==> src/rtl/wall_bank.sv <==
`default_nettype none
// ============================================================================
// Module   : wall_bank
// Purpose  : Bank of scrolling walls with LFSR gap respawn, run/halt FSM, score.
// Option   : WALL_BANK_ACCEL_EN adds score-driven speed acceleration.
// Revision : 1.0
// ============================================================================
module wall_bank #(
    parameter int          WALL_NUM     = 4,
    parameter int          X_W          = 11,
    parameter int          Y_W          = 11,
    parameter int          SCREEN_W     = 640,
    parameter int          SCREEN_H     = 480,
    parameter int          WALL_SPACING = 160,
    parameter int          GAP_H        = 120,
    parameter int          Y_MIN        = 40,
    parameter int          Y_MAX        = 320,
    parameter int          RAND_W       = 9,
    parameter logic [15:0] LFSR_SEED    = 16'hACE1,
    parameter int          SPEED_MAX    = 7
) (
    input  logic                    pixel_clk,
    input  logic                    reset,
    input  logic                    frame_tick,
    input  logic                    run,
    input  logic                    freeze,
    input  logic [2:0]              speed,
    input  logic [X_W-1:0]          player_x,
    output logic [WALL_NUM*X_W-1:0] wall_x_flat,
    output logic [WALL_NUM*Y_W-1:0] wall_y_flat,
    output logic [WALL_NUM-1:0]     respawn,
    output logic                    score_pulse,
    output logic [1:0]              state
);

    localparam logic [1:0]      c_idle      = 2'd0;
    localparam logic [1:0]      c_run       = 2'd1;
    localparam logic [1:0]      c_halt      = 2'd2;
    localparam logic [X_W-1:0]  c_cycle     = X_W'(WALL_NUM * WALL_SPACING);
    localparam logic [Y_W-1:0]  c_y_mid     = Y_W'((SCREEN_H - GAP_H) / 2);
    localparam logic [Y_W-1:0]  c_y_min     = Y_W'(Y_MIN);
    localparam logic [RAND_W:0] c_range     = (RAND_W+1)'(Y_MAX - Y_MIN + 1);
    localparam logic [3:0]      c_speed_max = 4'(SPEED_MAX);

    function automatic logic [X_W-1:0] f_reset_x(input int k);
        return X_W'(SCREEN_W + k * WALL_SPACING);
    endfunction

    logic [1:0]                        state_q, state_d;
    logic                              upd, reload;
    logic [15:0]                       lfsr_q, lfsr_d;
    logic [WALL_NUM-1:0][X_W-1:0]      x_q;
    logic [WALL_NUM-1:0][Y_W-1:0]      y_q;
    logic [WALL_NUM-1:0]               respawn_q;
    logic                              score_q;
    logic [WALL_NUM-1:0][X_W-1:0]      w_x_step;
    logic [WALL_NUM-1:0][Y_W-1:0]      w_y_new;
    logic [WALL_NUM-1:0]               w_wrap, w_pass;
    logic [3:0]                        w_sum;
    logic [2:0]                        s_eff;
    logic [X_W-1:0]                    s_x;

    // ---------------- FSM ----------------
    always_ff @(posedge pixel_clk or posedge reset) begin
        if (reset) state_q <= c_idle;
        else       state_q <= state_d;
    end

    always_comb begin
        state_d = state_q;
        case (state_q)
            c_idle:  if (run)    state_d = c_run;
            c_run:   if (freeze) state_d = c_halt;
            c_halt:  if (!run)   state_d = c_idle;
            default:             state_d = c_idle;
        endcase
    end

    always_comb begin
        upd    = 1'b0;
        reload = 1'b0;
        state  = state_q;
        case (state_q)
            c_run:   upd    = frame_tick & ~freeze;
            c_halt:  reload = ~run;
            default: ;
        endcase
    end

    // Right-shifting Galois form of x^16+x^14+x^13+x^11.
    assign lfsr_d = {1'b0, lfsr_q[15:1]} ^ (lfsr_q[0] ? 16'hB400 : 16'h0000);

    // ---------------- effective speed ----------------
`ifdef WALL_BANK_ACCEL_EN
    logic [2:0] pass_cnt_q, accel_q;

    always_ff @(posedge pixel_clk or posedge reset) begin
        if (reset) begin
            pass_cnt_q <= 3'd0;
            accel_q    <= 3'd0;
        end else if (reload) begin
            pass_cnt_q <= 3'd0;
            accel_q    <= 3'd0;
        end else if (upd && (|w_pass)) begin
            pass_cnt_q <= pass_cnt_q + 3'd1;
            if (pass_cnt_q == 3'd7 && accel_q != 3'd7) accel_q <= accel_q + 3'd1;
        end
    end

    assign w_sum = {1'b0, speed} + {1'b0, accel_q};
`else
    assign w_sum = {1'b0, speed};
`endif

    assign s_eff = (w_sum > c_speed_max) ? c_speed_max[2:0] : w_sum[2:0];
    assign s_x   = {{(X_W-3){1'b0}}, s_eff};

    // ---------------- per-wall datapath ----------------
    for (genvar k = 0; k < WALL_NUM; k++) begin : g_wall
        logic [RAND_W-1:0] w_cand;
        logic [RAND_W:0]   w_cand_ext, w_r;

        // Each wall draws from its own rotation so simultaneous wraps differ.
        assign w_cand     = RAND_W'((lfsr_q << k) | (lfsr_q >> (16 - k)));
        assign w_cand_ext = {1'b0, w_cand};
        assign w_r        = (w_cand_ext >= c_range) ? w_cand_ext - c_range : w_cand_ext;
        assign w_y_new[k] = c_y_min + Y_W'(w_r);

        assign w_wrap[k]   = x_q[k] < s_x;
        assign w_x_step[k] = w_wrap[k] ? x_q[k] + c_cycle - s_x : x_q[k] - s_x;
        assign w_pass[k]   = !w_wrap[k] && (x_q[k] >= player_x) && (w_x_step[k] < player_x);
    end

    always_ff @(posedge pixel_clk or posedge reset) begin
        if (reset) begin
            for (int k = 0; k < WALL_NUM; k++) begin
                x_q[k] <= f_reset_x(k);
                y_q[k] <= c_y_mid;
            end
            respawn_q <= '0;
            score_q   <= 1'b0;
            lfsr_q    <= LFSR_SEED;
        end else begin
            lfsr_q    <= lfsr_d;
            respawn_q <= '0;
            score_q   <= 1'b0;
            if (reload) begin
                for (int k = 0; k < WALL_NUM; k++) begin
                    x_q[k] <= f_reset_x(k);
                    y_q[k] <= c_y_mid;
                end
            end else if (upd) begin
                for (int k = 0; k < WALL_NUM; k++) begin
                    x_q[k] <= w_x_step[k];
                    if (w_wrap[k]) y_q[k] <= w_y_new[k];
                end
                respawn_q <= w_wrap;
                score_q   <= |w_pass;
            end
        end
    end

    assign wall_x_flat = x_q;
    assign wall_y_flat = y_q;
    assign respawn     = respawn_q;
    assign score_pulse = score_q;

endmodule
`default_nettype wire

==> config.mk <==
export PLATFORM = sky130hd
export DESIGN_NAME = wall_bank
export DESIGN_NICKNAME = d
export VERILOG_FILES = /design/src/rtl/wall_bank.sv
export SDC_FILE = /design/constraint.sdc
export NUM_CORES = 1
export LEC_CHECK = 0
export ABC_CLOCK_PERIOD_IN_PS = 5100
export CORE_MARGIN = 3
export CORE_UTILIZATION = 60
export DETAILED_ROUTE_END_ITERATION = 6
export DONT_BUFFER_PORTS = 1
export GPL_TIMING_DRIVEN = 0
export PLACE_DENSITY = 0.76
export SLEW_MARGIN = 30
export SYNTH_ARGS = -nofsm -noshare
export SYNTH_HDL_FRONTEND = slang
export SYNTH_SLANG_ARGS = --single-unit
==> constraint.sdc <==
create_clock -name pixel_clk -period 5.1 [get_ports pixel_clk]
set_input_delay 1.02 -clock pixel_clk [delete_from_list [all_inputs] [get_ports pixel_clk]]
set_output_delay 1.02 -clock pixel_clk [all_outputs]
set_load 0.03 [all_outputs]
# Word level (Yosys, flattened, before mapping)
# Cells that the tools add are included.
# W data, S select, Z words.
dict set report op_classes {
  n_addsub 20
  magnitude_cmp 17
  n_eq_ne 5
  mux 28
  n_bitwise 7
  n_reduce_logical 24
}
# operator n
set op_table {}
lappend op_table {{$mux W44} 4}
lappend op_table {{$mux W11} 8}
lappend op_table {{$sub A11 B3 Y11} 8}
lappend op_table {{$add A11 B10 Y11 const B} 4}
lappend op_table {{$add A6 B10 Y11 const A} 4}
lappend op_table {{$ge A11 B11 Y1} 4}
lappend op_table {{$lt A11 B11 Y1} 4}
lappend op_table {{$lt A11 B3 Y1} 4}
lappend op_table {{$mux W10} 4}
lappend op_table {{$sub A9 B9 Y10 const B} 4}
lappend op_table {{$ge A9 B9 Y1 const B} 4}
lappend op_table {{$mux W16} 1}
lappend op_table {{$xor A15 B16 Y16} 1}
lappend op_table {{$reduce_bool A2 Y1} 5}
lappend op_table {{$or A9 B1 Y9} 1}
lappend op_table {{$or A9 B2 Y9} 1}
lappend op_table {{$or A9 B3 Y9} 1}
lappend op_table {{$logic_and A1 B1 Y1} 8}
lappend op_table {{$mux W4} 2}
lappend op_table {{$reduce_and A2 Y1} 4}
lappend op_table {{$mux W2} 3}
lappend op_table {{$ne A2 B2 Y1 const B} 3}
lappend op_table {{$pmux W2 S3} 1}
lappend op_table {{$logic_not A1 Y1} 4}
lappend op_table {{other kinds (10)} 14}
dict set report totals {
  reg_bits 111
  out_inout_bits 95
  wordCells 113
}

# Depth between registers and ports, before layout
dict set report depth {
  depth_word 9
  mapped_depth 20
  ltp_nobuf 20
}

# Least setup slack after synthesis
# OpenSTA, ideal clock, no wires.
dict set report synth_timing {
  path_kind {input to register}
  from {input port speed[1]}
  to {register score_q (netlist: score_pulse)}
  setup_time_ns 0.116
  arrival_time_ns 4.017
  required_time_ns 4.984
  slack_ns 0.967
  cell_stages 16
  n_path_buf 1
  cell_sequence {inv_1 -> ha_1 -> fa_1 -> nor3_1 -> nand2_1 -> clkbuf_1 -> nand2_1 -> o21ai_0 -> ha_1 -> a21o_1 -> a31oi_1 -> nor3_1 -> a211o_1 -> a211oi_1 -> o21ai_0 -> o311ai_0}
}
dict set report synth_between {
  elab_chain_cells 9
  word_cells_on_any_way 37
  cone_classes {add/sub: 8; order compare: 9; mux: 7; reduce/logical: 13}
}
# element line_no
set synth_rtl {}
lappend synth_rtl {{start: declaration} 27} ;# input logic [2:0] speed,
lappend synth_rtl {{$gt A3 B3 Y1} 115} ;# assign s_eff = (w_sum > c_speed_max) ? c_speed_max[2:0] : w_sum[2:0];
lappend synth_rtl {{$mux W3 (*)} 115}
lappend synth_rtl {{$sub A11 B3 Y11 / $lt A11 B3 Y1 (equally long branches)} {130, 129}}
lappend synth_rtl {{$mux W11 / $logic_not A1 Y1 (equally long branches)} {130, 131}}
lappend synth_rtl {{$lt A11 B11 Y1 / $logic_and A1 B1 Y1 (equally long branches)} 131} ;# assign w_pass[k] = !w_wrap[k] && (x_q[k] >= player_x) && (w_x_step[k] < player_x);
lappend synth_rtl {{$logic_and A1 B1 Y1} 131}
lappend synth_rtl {{$reduce_or A4 Y1 (*)} 158} ;# score_q <= |w_pass;
lappend synth_rtl {{$mux W1 (*)} 152} ;# end else if (upd) begin
lappend synth_rtl {{$mux W1 (*)} 147} ;# if (reload) begin
lappend synth_rtl {{end signal: assignment} 158}
lappend synth_rtl {{end: declaration} 55} ;# logic score_q;
# Mark *: on every way between the ends. The rest lies on a longest branch, timed or not.
# A chain may end at the register's enable or synchronous reset.

# Worst setup path in the final report
# Ends and elaborated chain as after synthesis.

==> impl_results.rst <==
.. list-table::
   :header-rows: 1

   * - Metric
     - Value
   * - Run status
     - finished, final reports clean
   * - TritonCTS Buffers
     - 9
   * - Arrival time of data at the critical path endpoint
     - 4850 ps
   * - Standby leakage power
     - 0.00517 uW
   * - Nets in the synthesized netlist
     - 1,439
   * - Total number of nets in the final design
     - 1,451
   * - Die span in x
     - 139 um
   * - Proportion of register bits with asynchronous set or reset after synthesis
     - 100%
   * - Synth cell types
     - 86
   * - Worst-case clock skew
     - 11.7 ps
   * - Vias per inst
     - 6.27
   * - Critical path cell sequence
     - inv_1 -> ha_1 -> fa_1 -> a31oi_1 -> nand4_1 -> clkbuf_1 -> nor2_1 -> a21oi_1 -> ha_1 -> a21o_1 -> a211oi_1 -> a31oi_1 -> a211oi_1 -> o21ai_0 -> o311ai_0
   * - Combinational share of power
     - 52.9%
   * - Finish-stage setup viols
     - 0
   * - Shortest clock period the worst path allows after layout
     - 4610 ps
   * - Share of total power in sequential cells
     - 33.9%
   * - Via count of the routed design
     - 9,183
   * - Detail Route Antenna Nets
     - 0
   * - P_int
     - 2760 uW
   * - Critical Setup Path Class
     - in -> reg
   * - Total power density per cell area
     - 494 mW/mm2
   * - Count of input and output buffers
     - 0
   * - Worst slew slack as a fraction of its limit
     - 38.8%
   * - Count of cells along the worst register-to-register path
     - 14
   * - Dpl hpwl
     - 22,200 um
   * - Routed length per instance
     - 20.1 um
   * - Critical Path End Type
     - flop
   * - Startpoint Class
     - input pin
   * - Clock network fraction of total power
     - 13.3%
   * - Hold Path Class
     - reg -> reg
   * - Drt drc
     - 0
   * - Total gr overflow
     - 0
   * - Aggregate global-route resource usage
     - 30.3%
   * - Area after DPL
     - 0.0109 mm2
   * - CP max-delay cell
     - nand4_1
   * - Peak supply drop
     - 0.274 mV
   * - Post-Syn Area
     - 0.0106 mm2
   * - Switching power
     - 2770 uW
   * - Biggest fanout along the worst timing path
     - 10
   * - FF-to-FF setup slack
     - 760 ps
   * - Sequential-to-total area share from yosys stat
     - 26.7%
   * - Clk buf depth
     - 2
   * - Maximum operating frequency
     - 217 MHz
   * - Number of flops mapped to enable cells by yosys
     - 0
   * - Main flop type after synthesis
     - dfrtp_1
   * - Post-Synthesis Cells
     - 1,227
   * - Share of the cycle needed by the critical path after routing
     - 90.5%
   * - Fraction of power spent switching nets
     - 50.0%
   * - First-pass GRT wire length
     - 47,300 um
   * - DRT Pass-1 Iters
     - 5
   * - Maximum number of pins on one net before global-route repair
     - 80
   * - Root cell of the clock tree
     - clkbuf_16
   * - Filler cell count
     - 1,420
   * - Total of warnings raised by yosys
     - 0
   * - Worst-Margin Slew
     - 906 ps
   * - Via count of the first global-routing pass
     - 8,905
   * - Core Rows
     - 47
   * - Initial detailed-routing violation count
     - 588
   * - CP Data Required Time
     - 5340 ps
   * - Starting density of the core
     - 62.5%
   * - Full die area
     - 0.0193 mm2
   * - Final Hold Violating Endpoints
     - 0
   * - Final GP Congestion
     - 0.960
   * - Clock sink total
     - 111
   * - Area of all placed cells without fillers
     - 0.0112 mm2
   * - Worst Hold Margin
     - 359 ps
   * - Share of layout cells above drive strength 1
     - 7.96%
   * - Number of antenna violations at the first check in global routing
     - 0
   * - Clock-pin slew reported for the worst setup and hold paths after clock tree synthesis
     - 90 ps
   * - Setup repair after global routing missed its margin
     - no
   * - Maxcap violations
     - 0
   * - Mean post-synth cell area
     - 8.62 um2
   * - Relative area change from synthesis to final layout
     - 5.82%
   * - Number of setup buffers added after CTS
     - 0
   * - Source-to-sink clock delay at the later pin of the worst-skew pair
     - 370 ps
   * - Core area
     - 0.0169 mm2
   * - Synth Register Bits
     - 111
   * - Antenna diode count
     - 0
   * - Pins Over Slew Limit
     - 0
   * - Worst hold path depth
     - 0
   * - Clock tree from TritonCTS
     - built
   * - I/O pin total
     - 114
   * - Biggest cell delay along the critical path
     - 440 ps
   * - Finished Core Util
     - 66.1%
   * - Sum of routed wire length over all layers
     - 29,400 um
   * - Die outline height
     - 139 um
   * - H-tree level count
     - 3
[registers in the layout, indices dropped and copies added (netlist names)]
register	flops
wall_y_flat	44
lfsr_q	16
score_pulse	1
wall_x_flat	44
state	2
respawn	4
[power by group through the flow]
stage                     sequential [uW]  clock (uW)  combinational [uW]
after floorplan                      1760           0                2280
after CTS                            1870         744                2890
after detailed placement             1890           0                2860
final                                1870         733                2920
after global routing                 1910         773                3310
after global placement               1880           0                2760
[final cells by class]
cell class / count / area [um2] / area share [%]
Multi-Input combinational cell: 964 / 7160 / 63.9
Sequential cell: 111 / 2820 / 25.2
Inverter: 108 / 413 / 3.69
Tap cell: 220 / 275 / 2.46
Clock buffer: 10 / 229 / 2.05
Buffer: 44 / 209 / 1.87
Clock inverter: 6 / 60.1 / 0.536
Timing Repair Buffer: 1 / 27.5 / 0.246
[kinds of logic after synthesis]
kind of cell,Yosys count,share of synthesized area [%]
compound gates,342,20.4
simple gates,340,15.9
fa+ha+maj,193,23.6
buf+inv,152,5.81
flops,111,26.7
xor+xnor,78,6.46
mux,11,1.11
[cell usage in the layout, fill, tap and decap left out, types with 24 or more instances in the layout]
| cell | instances |
|---|---|
| nand3_1 | 61 |
| inv_1 | 105 |
| clkbuf_1 | 29 |
| nand2_1 | 107 |
| a21oi_1 | 78 |
| ha_1 | 182 |
| dfrtp_1 | 75 |
| nor2_1 | 59 |
| o21ai_0 | 105 |
| xnor2_1 | 60 |
| dfstp_2 | 36 |
| nor3_1 | 24 |
[Yosys cell counts, types with 11 or more instances]
cell type	number	share of area [%]
xnor2_1	60	5.0
nand2b_1	12	0.71
nand3_1	61	2.9
nor3_1	25	1.2
a22o_1	11	0.91
a21o_1	21	1.5
a31oi_1	18	1.1
a21oi_1	78	3.7
or3_1	14	0.83
o211ai_1	13	0.92
o21ai_0	105	5.0
xor2_1	18	1.5
nand2_1	107	3.8
clkbuf_1	28	0.99
fa_1	11	2.1
dfrtp_1	75	18
ha_1	182	22
nor2_1	59	2.1
dfstp_2	36	8.9
inv_1	106	3.8
[path summary, 6_finish.rpt]
kind / start / end
worst max-delay path: speed[1] / score_pulse$_DFF_PP0_
max in group asynchronous: reset / lfsr_q[5]$_DFF_PP1_
worst min register to register: lfsr_q[12]$_DFF_PP0_ / lfsr_q[11]$_DFF_PP1_
min in group asynchronous: reset / wall_x_flat[42]$_DFFE_PP0P_
worst min-delay path: lfsr_q[12]$_DFF_PP0_ / lfsr_q[11]$_DFF_PP1_
worst max register to register: wall_x_flat[23]$_DFFE_PP0P_ / score_pulse$_DFF_PP0_
[metal layers]
layer | global-route usage (%) | wire [um] | up-vias
li1 | - | - | 4403
met1 | 38.5 | 12300 | 4361
met2 | 50.9 | 14100 | 349
met3 | 4.97 | 1850 | 70
met4 | 13.2 | 1210 | 0
met5 | 0 | 0 | -
[metrics by stage]
stage	setup slack, ps	std cells	TNS, ps	total power, uW
2_1_floorplan	967	1227	0	4040
3_3_place_gp	-180	1447	-12650	4650
3_5_place_dp	31.4	1448	0	4760
4_1_cts	422	1464	0	5510
5_1_grt	168	1464	0	5990
6_report	487	1464	0	5530
[worst max-delay path, delay by kind of cell]
| kind | cells | cell delay [ps] |
|---|---|---|
| AO/OA/AOI/OAI | 8 | 1700 |
| adder cells (fa/ha/maj) | 3 | 1030 |
| buffers and inverters | 2 | 520 |
| AND/OR/NAND/NOR | 2 | 580 |
[timing repair]
item / 4_1_cts / 5_1_grt
hold buffers: 0 / 0
gates resized for setup: 0 / 1
setup endpoints to repair: 0 / 1
Note: power is estimated with default switching activity, not from simulation.
